## config.mk

```make
export PLATFORM = sky130hd
export DESIGN_NAME = booth_mult
export DESIGN_NICKNAME = d
export VERILOG_FILES = /design/src/rtl/booth_mult.sv
export SDC_FILE = /design/constraint.sdc
export NUM_CORES = 1
export LEC_CHECK = 0
export ABC_AREA = 1
export CORE_ASPECT_RATIO = 0.8
export CORE_MARGIN = 2
export CORE_UTILIZATION = 56
export DETAILED_ROUTE_END_ITERATION = 10
export PLACE_DENSITY = 0.81
export REMOVE_ABC_BUFFERS = 1
export SLEW_MARGIN = 5
export SYNTH_ARGS = -nofsm -noshare
export SYNTH_HDL_FRONTEND = slang
export SYNTH_SLANG_ARGS = --single-unit
export TNS_END_PERCENT = 5
```

## constraint.sdc

```tcl
create_clock -name clk -period 4.3 [get_ports clk]
set_clock_uncertainty 0.2 [all_clocks]
set_input_delay 0.645 -clock clk [delete_from_list [all_inputs] [get_ports clk]]
set_output_delay 0.645 -clock clk [all_outputs]
set_load 0.01 [all_outputs]
```

## src/rtl/booth_mult.sv

```systemverilog
// Sequential radix-2 Booth multiplier: one partial-product step per clock,
// full signed 2*WIDTH-bit product delivered on hi/lo with a one-cycle multStop strobe.
module booth_mult #(
    parameter int WIDTH = 32
) (
    input  logic             clk,
    input  logic             reset,
    input  logic [WIDTH-1:0] value_A,
    input  logic [WIDTH-1:0] value_B,
    input  logic             multInit,
    output logic             multStop,
    output logic             busy,
    output logic [WIDTH-1:0] hi,
    output logic [WIDTH-1:0] lo
);

    localparam int CW = $clog2(WIDTH + 1);

    typedef enum logic [1:0] {
        IDLE,
        RUN,
        DONE
    } state_t;

    state_t state, next;

    // A and M carry one guard bit so A-M cannot overflow for the most negative M
    logic [WIDTH:0]   a_reg;
    logic [WIDTH:0]   m_reg;
    logic [WIDTH-1:0] q_reg;
    logic             q1;
    logic [CW-1:0]    cnt;

    logic [WIDTH:0]   sum;
    logic [WIDTH:0]   a_nxt;
    logic [WIDTH-1:0] q_nxt;
    logic             last;

    always_comb begin
        sum = a_reg;
        unique case ({q_reg[0], q1})
            2'b01:   sum = a_reg + m_reg;
            2'b10:   sum = a_reg - m_reg;
            default: sum = a_reg;
        endcase
        a_nxt = {sum[WIDTH], sum[WIDTH:1]};
        q_nxt = {sum[0], q_reg[WIDTH-1:1]};
        last  = (cnt == CW'(WIDTH - 1));
    end

    always_ff @(posedge clk) begin
        if (!reset) begin
            state <= IDLE;
        end else begin
            state <= next;
        end
    end

    always_comb begin
        next     = state;
        busy     = 1'b0;
        multStop = 1'b0;
        unique case (state)
            IDLE: begin
                if (multInit) next = RUN;
            end
            RUN: begin
                busy = 1'b1;
                if (last) next = DONE;
            end
            DONE: begin
                multStop = 1'b1;
                next     = IDLE;
            end
            default: next = IDLE;
        endcase
    end

    always_ff @(posedge clk) begin
        if (!reset) begin
            a_reg <= '0;
            m_reg <= '0;
            q_reg <= '0;
            q1    <= 1'b0;
            cnt   <= '0;
            hi    <= '0;
            lo    <= '0;
        end else begin
            unique case (state)
                IDLE: begin
                    if (multInit) begin
                        m_reg <= {value_A[WIDTH-1], value_A};
                        q_reg <= value_B;
                        a_reg <= '0;
                        q1    <= 1'b0;
                        cnt   <= '0;
                    end
                end
                RUN: begin
                    a_reg <= a_nxt;
                    q_reg <= q_nxt;
                    q1    <= q_reg[0];
                    cnt   <= cnt + CW'(1);
                    // result registers only move on the final step, so the
                    // previous product stays readable throughout the run
                    if (last) begin
                        hi <= a_nxt[WIDTH-1:0];
                        lo <= q_nxt;
                    end
                end
                default: ;
            endcase
        end
    end

endmodule

```

==> results by group, run 1 <==
Synth
  • Yosys cell types: 47
  • Post-synthesis mux area share: 0%
  • Sequential share of the synthesized area: a little over a third
  • Post-Synth Adder-Cell Area: roughly 4.7%
  • Compound-Gate Fraction of Synth Area: a little over a fifth
  • Synth warn: 0
  • Main combinational cell family by area after synthesis: simple AND/OR/NAND/NOR gates
  • Avg Inst Size Synth: 6.89 sq um
  • Number of synthesized flops with an enable pin: 0
  • Largest cells by area after synthesis: dfxtp_1 35%, nand2_1 13%, a21oi_1 6.2%
  • Synth Flop Type: dfxtp_1
  • Post-synthesis xor/xnor area fraction: under 10%
  • Synth area leader: dfxtp_1
  • Synthesized instance count: 1,407
  • FFs w/ async S/R, synth: 0%
  • Flops & latches, synth: ~170
  • Post-synthesis simple-gate area fraction: a little over a quarter
  • Mapped Area: slightly below 10,000 sq um
  • Post-synth top area share: a little over a third

Floorplan
  • DIE HEIGHT: ~120 um
  • Initial core utilization: 57.8%
  • Horiz. Die Dim: 151 um
  • Core Area: 16,800 sq um
  • Die area: around 18,000 sq um
  • Top-level I/O count: between 100 and 150
  • # rows: 42

Setup path
  • Setup crit end: hi[27]$_SDFFE_PN0P_
  • R2r worst-path depth: 22
  • CP startpoint: m_reg[0]$_SDFFE_PN0P_
  • WP depth: 22
  • CP bufs+invs: 3
  • CP max-delay cell: ha_1
  • CP Cell Sequence: inv_1 -> ha_1 -> nand2_1 -> nor2_1 -> nand2_1 -> nor3_2 -> a41oi_1 -> xnor2_1 -> ha_1 -> nand2_1 -> inv_1 -> nand2_1 -> nand2_1 -> o21bai_1 -> nor2_1 -> nand2_1 -> nand2_1 -> nand3_1 -> nand2_1 -> nand2_1 -> nand2_1 -> inv_1
  • Critical Path AT: a little under 4000 ps
  • Crit Path Category: reg -> reg
  • Worst Setup End Kind: register
  • R2R setup slack: roughly 570 ps
  • Top cell by count, worst path: nand2_1
  • CP Max Fanout: 5
  • Max stage delay on crit path: 360 ps
  • R2r endpoint: hi[27]$_SDFFE_PN0P_
  • Required time of the critical path: between 4000 and 5000 ps
  • Worst reg2reg path startpoint: m_reg[0]$_SDFFE_PN0P_
  • Setup crit start kind: register
  • Critical path's top delay family: simple AND/OR/NAND/NOR gates

Detailed routing
  • Met2 WL: 11,600 um
  • Routed wl met3: roughly 2600 um
  • Antenna viol nets, final: 0
  • Top Layer Used: met4
  • M1 wire length: about 12,000 um
  • DRT Pass-1 Iters: 5
  • DR vias: slightly below 10k
  • Drt wl/cell: around 15 um
  • Via/cell ratio: ~5.5
  • DR iter-0 viols: 801
  • Post-route DRC violation count: 0
  • Post-Route WL: between 20,000 and 30,000 um

Clocking
  • TritonCTS Buffers: 17
  • Post-CTS Resized: 0
  • Setup bufs post-CTS: 0
  • H-tree level count: 4
  • Clk buf depth: 2
  • Sink Count: 169
  • Clock Latency Late Sink: between 400 and 500 ps
  • CTS tree: built
  • Post-CTS Hold Buffers: 0
  • Root Buffer: clkbuf_16
  • Clk slew on worst S/H paths: 80 ps

Placement
  • DP Area: 11,100 sq um
  • DP Cell Count: approximately 1.7k
  • DP HPWL: between 15,000 and 20,000 um
  • Dpl ws: 724 ps
  • RD Place Congestion: 0.980
  • Port bufs: around 130

STA
  • Final WS setup: 573 ps
  • Slew margin rel.: between 30% and 40%
  • Worst Tran Pin Value: a little over 900 ps
  • Pins Over Slew Limit: 0
  • Fin. Hold Viols: 0
  • Final Setup Violations: 0
  • Period utilisation layout: between 80 and 90%
  • Min cycle time layout: roughly 3700 ps
  • Final TNS setup: 0 ps
  • Max Clock Freq: ~270 MHz
  • RSZ-0062 raised after global routing: no

Power and ir drop
  • Power Dens Cells: approximately 360 nW/um^2
  • Peak supply drop: roughly 0.34 mV
  • Leakage dissipation: about 5 nW

Finish
  • # diodes: 0
  • Layout cells sized above 1: about a tenth
  • Commonest non-fill, non-tap cell in the layout: nand2_1
  • FF+latch area: 3380 sq um
  • Fill cell count: 1,399
  • Design Area, Final: 11,700 sq um
  • Area of the multi-input gates: ~5400 sq um
  • Synth-to-Final Area Change: 20.8%
  • Final Non-Filler Cells: between 1.5k and 2k
  • Most frequent cells in the layout: 325 x nand2_1, 169 x dfxtp_1, 160 x inv_1
  • Nets@finish: between 1.5k and 2k

GRT
  • Vias in the first global route: 9,134
  • GRT Total Usage: between 30% and 40%
  • Global-route wire length before repair: 44,500 um
  • Pin count of the biggest net entering global routing: ~100
  • GRT overflow: 0
  • Number of antenna violations at the first check in global routing: 0

Worst hold path
  • Worst hold path class: reg -> reg

Flow run
  • Max_cap viols: 0

Run status
  • Outcome: complete, no violations
## where the power goes
part | switching [mW] | internal (mW) | leakage, nW
sequential | 0.0778 | 1.64 | 1.38
combinational | 0.600 | 0.353 | 3.35
clock | 0.762 | 0.802 | 0.297
## cell usage after synthesis (2+ instances only)
library cell and count:
buf_4 2, clkbuf_1 40, xnor2_1 18, nor2_2 4, buf_8 2, a21oi_1 120, o21ai_0 80, nand2_2 31
o221ai_1 31, inv_1 160, a2bb2oi_1 2, a21oi_2 38, nor2_1 148, ha_1 35, o21a_1 6, or2_1 3
buf_1 10, o21ai_1 18, nand4_1 6, o21bai_1 18, nor3_1 7, o211ai_1 6, buf_6 4, nor3_2 2
a21o_1 3, o22ai_1 5, buf_2 5, inv_2 8, nand2_1 325, xor2_1 15, or2_2 12, a221oi_1 3
nand3b_1 7, nor4_1 4, nand3_1 49, dfxtp_1 169
## layer usage
| layer | GRT usage (%) | up-vias |
|---|---|---|
| met5 | 0 | - |
| met4 | 8.47 | 0 |
| met3 | 9.78 | 31 |
| met2 | 47.1 | 368 |
| met1 | 41.4 | 4452 |
| li1 | - | 4791 |
## metrics by stage
stage / utilization [%] / total power, mW / hold slack, ps
3_5_place_dp: 66.2 / 2.68 / 259
6_report: 69.9 / 4.23 / 268
3_3_place_gp: 66.2 / 2.66 / 251
2_1_floorplan: - / 2.38 / 241
4_1_cts: 69.9 / 4.23 / 272
5_1_grt: 69.9 / 4.44 / 286
## how the worst min path moves through the flow
stage / startpoint / endpoint / slack [ps] / cells after the start
floorplan: q1$_SDFFE_PN0P_ / q1$_SDFFE_PN0P_ / 240 / 2
global placement: q1$_SDFFE_PN0P_ / q1$_SDFFE_PN0P_ / 250 / 2
detailed placement: q1$_SDFFE_PN0P_ / q1$_SDFFE_PN0P_ / 260 / 2
CTS: lo[25]$_SDFFE_PN0P_ / lo[25]$_SDFFE_PN0P_ / 270 / 2
global route: lo[26]$_SDFFE_PN0P_ / lo[26]$_SDFFE_PN0P_ / 290 / 2
finish: lo[29]$_SDFFE_PN0P_ / lo[29]$_SDFFE_PN0P_ / 270 / 2
## cell type report
class,count,area share (%)
multi-input combinational,1006,45.9
sequential,169,28.9
timing repair buffer,144,12.2
inverter,169,5.42
clock buffer,18,3.75
tap,220,2.35
clock inverter,14,1.45
## kinds of logic (layout without fill, tap and decap cells)
group	count (synthesis)	count (layout)
AOI/OAI and AO/OA	336	336
xor gates and xnor gates	33	33
adders and majority gates	36	36
buffers and inverters	232	345
DFF	169	169
and+or+nand+nor	601	601
## tightest hold or removal path, delay by kind of cell (launching register included)
kind	cells	cell delay [ps]
simple gates	1	70
flops	1	310
compound gates	1	50
No activity file was read; power rests on OpenSTA's default activity.
==> run 2: changes to the inputs <==
--- a/config.mk
+++ b/config.mk
@@ -6,6 +6,7 @@
 export NUM_CORES = 1
 export LEC_CHECK = 0
 export ABC_AREA = 1
+export ABC_CLOCK_PERIOD_IN_PS = 4300
 export CORE_ASPECT_RATIO = 0.8
 export CORE_MARGIN = 2
 export CORE_UTILIZATION = 56
==> results of run 2 <==
The final DEF is identical to that of run 1; final timing and power are the same.
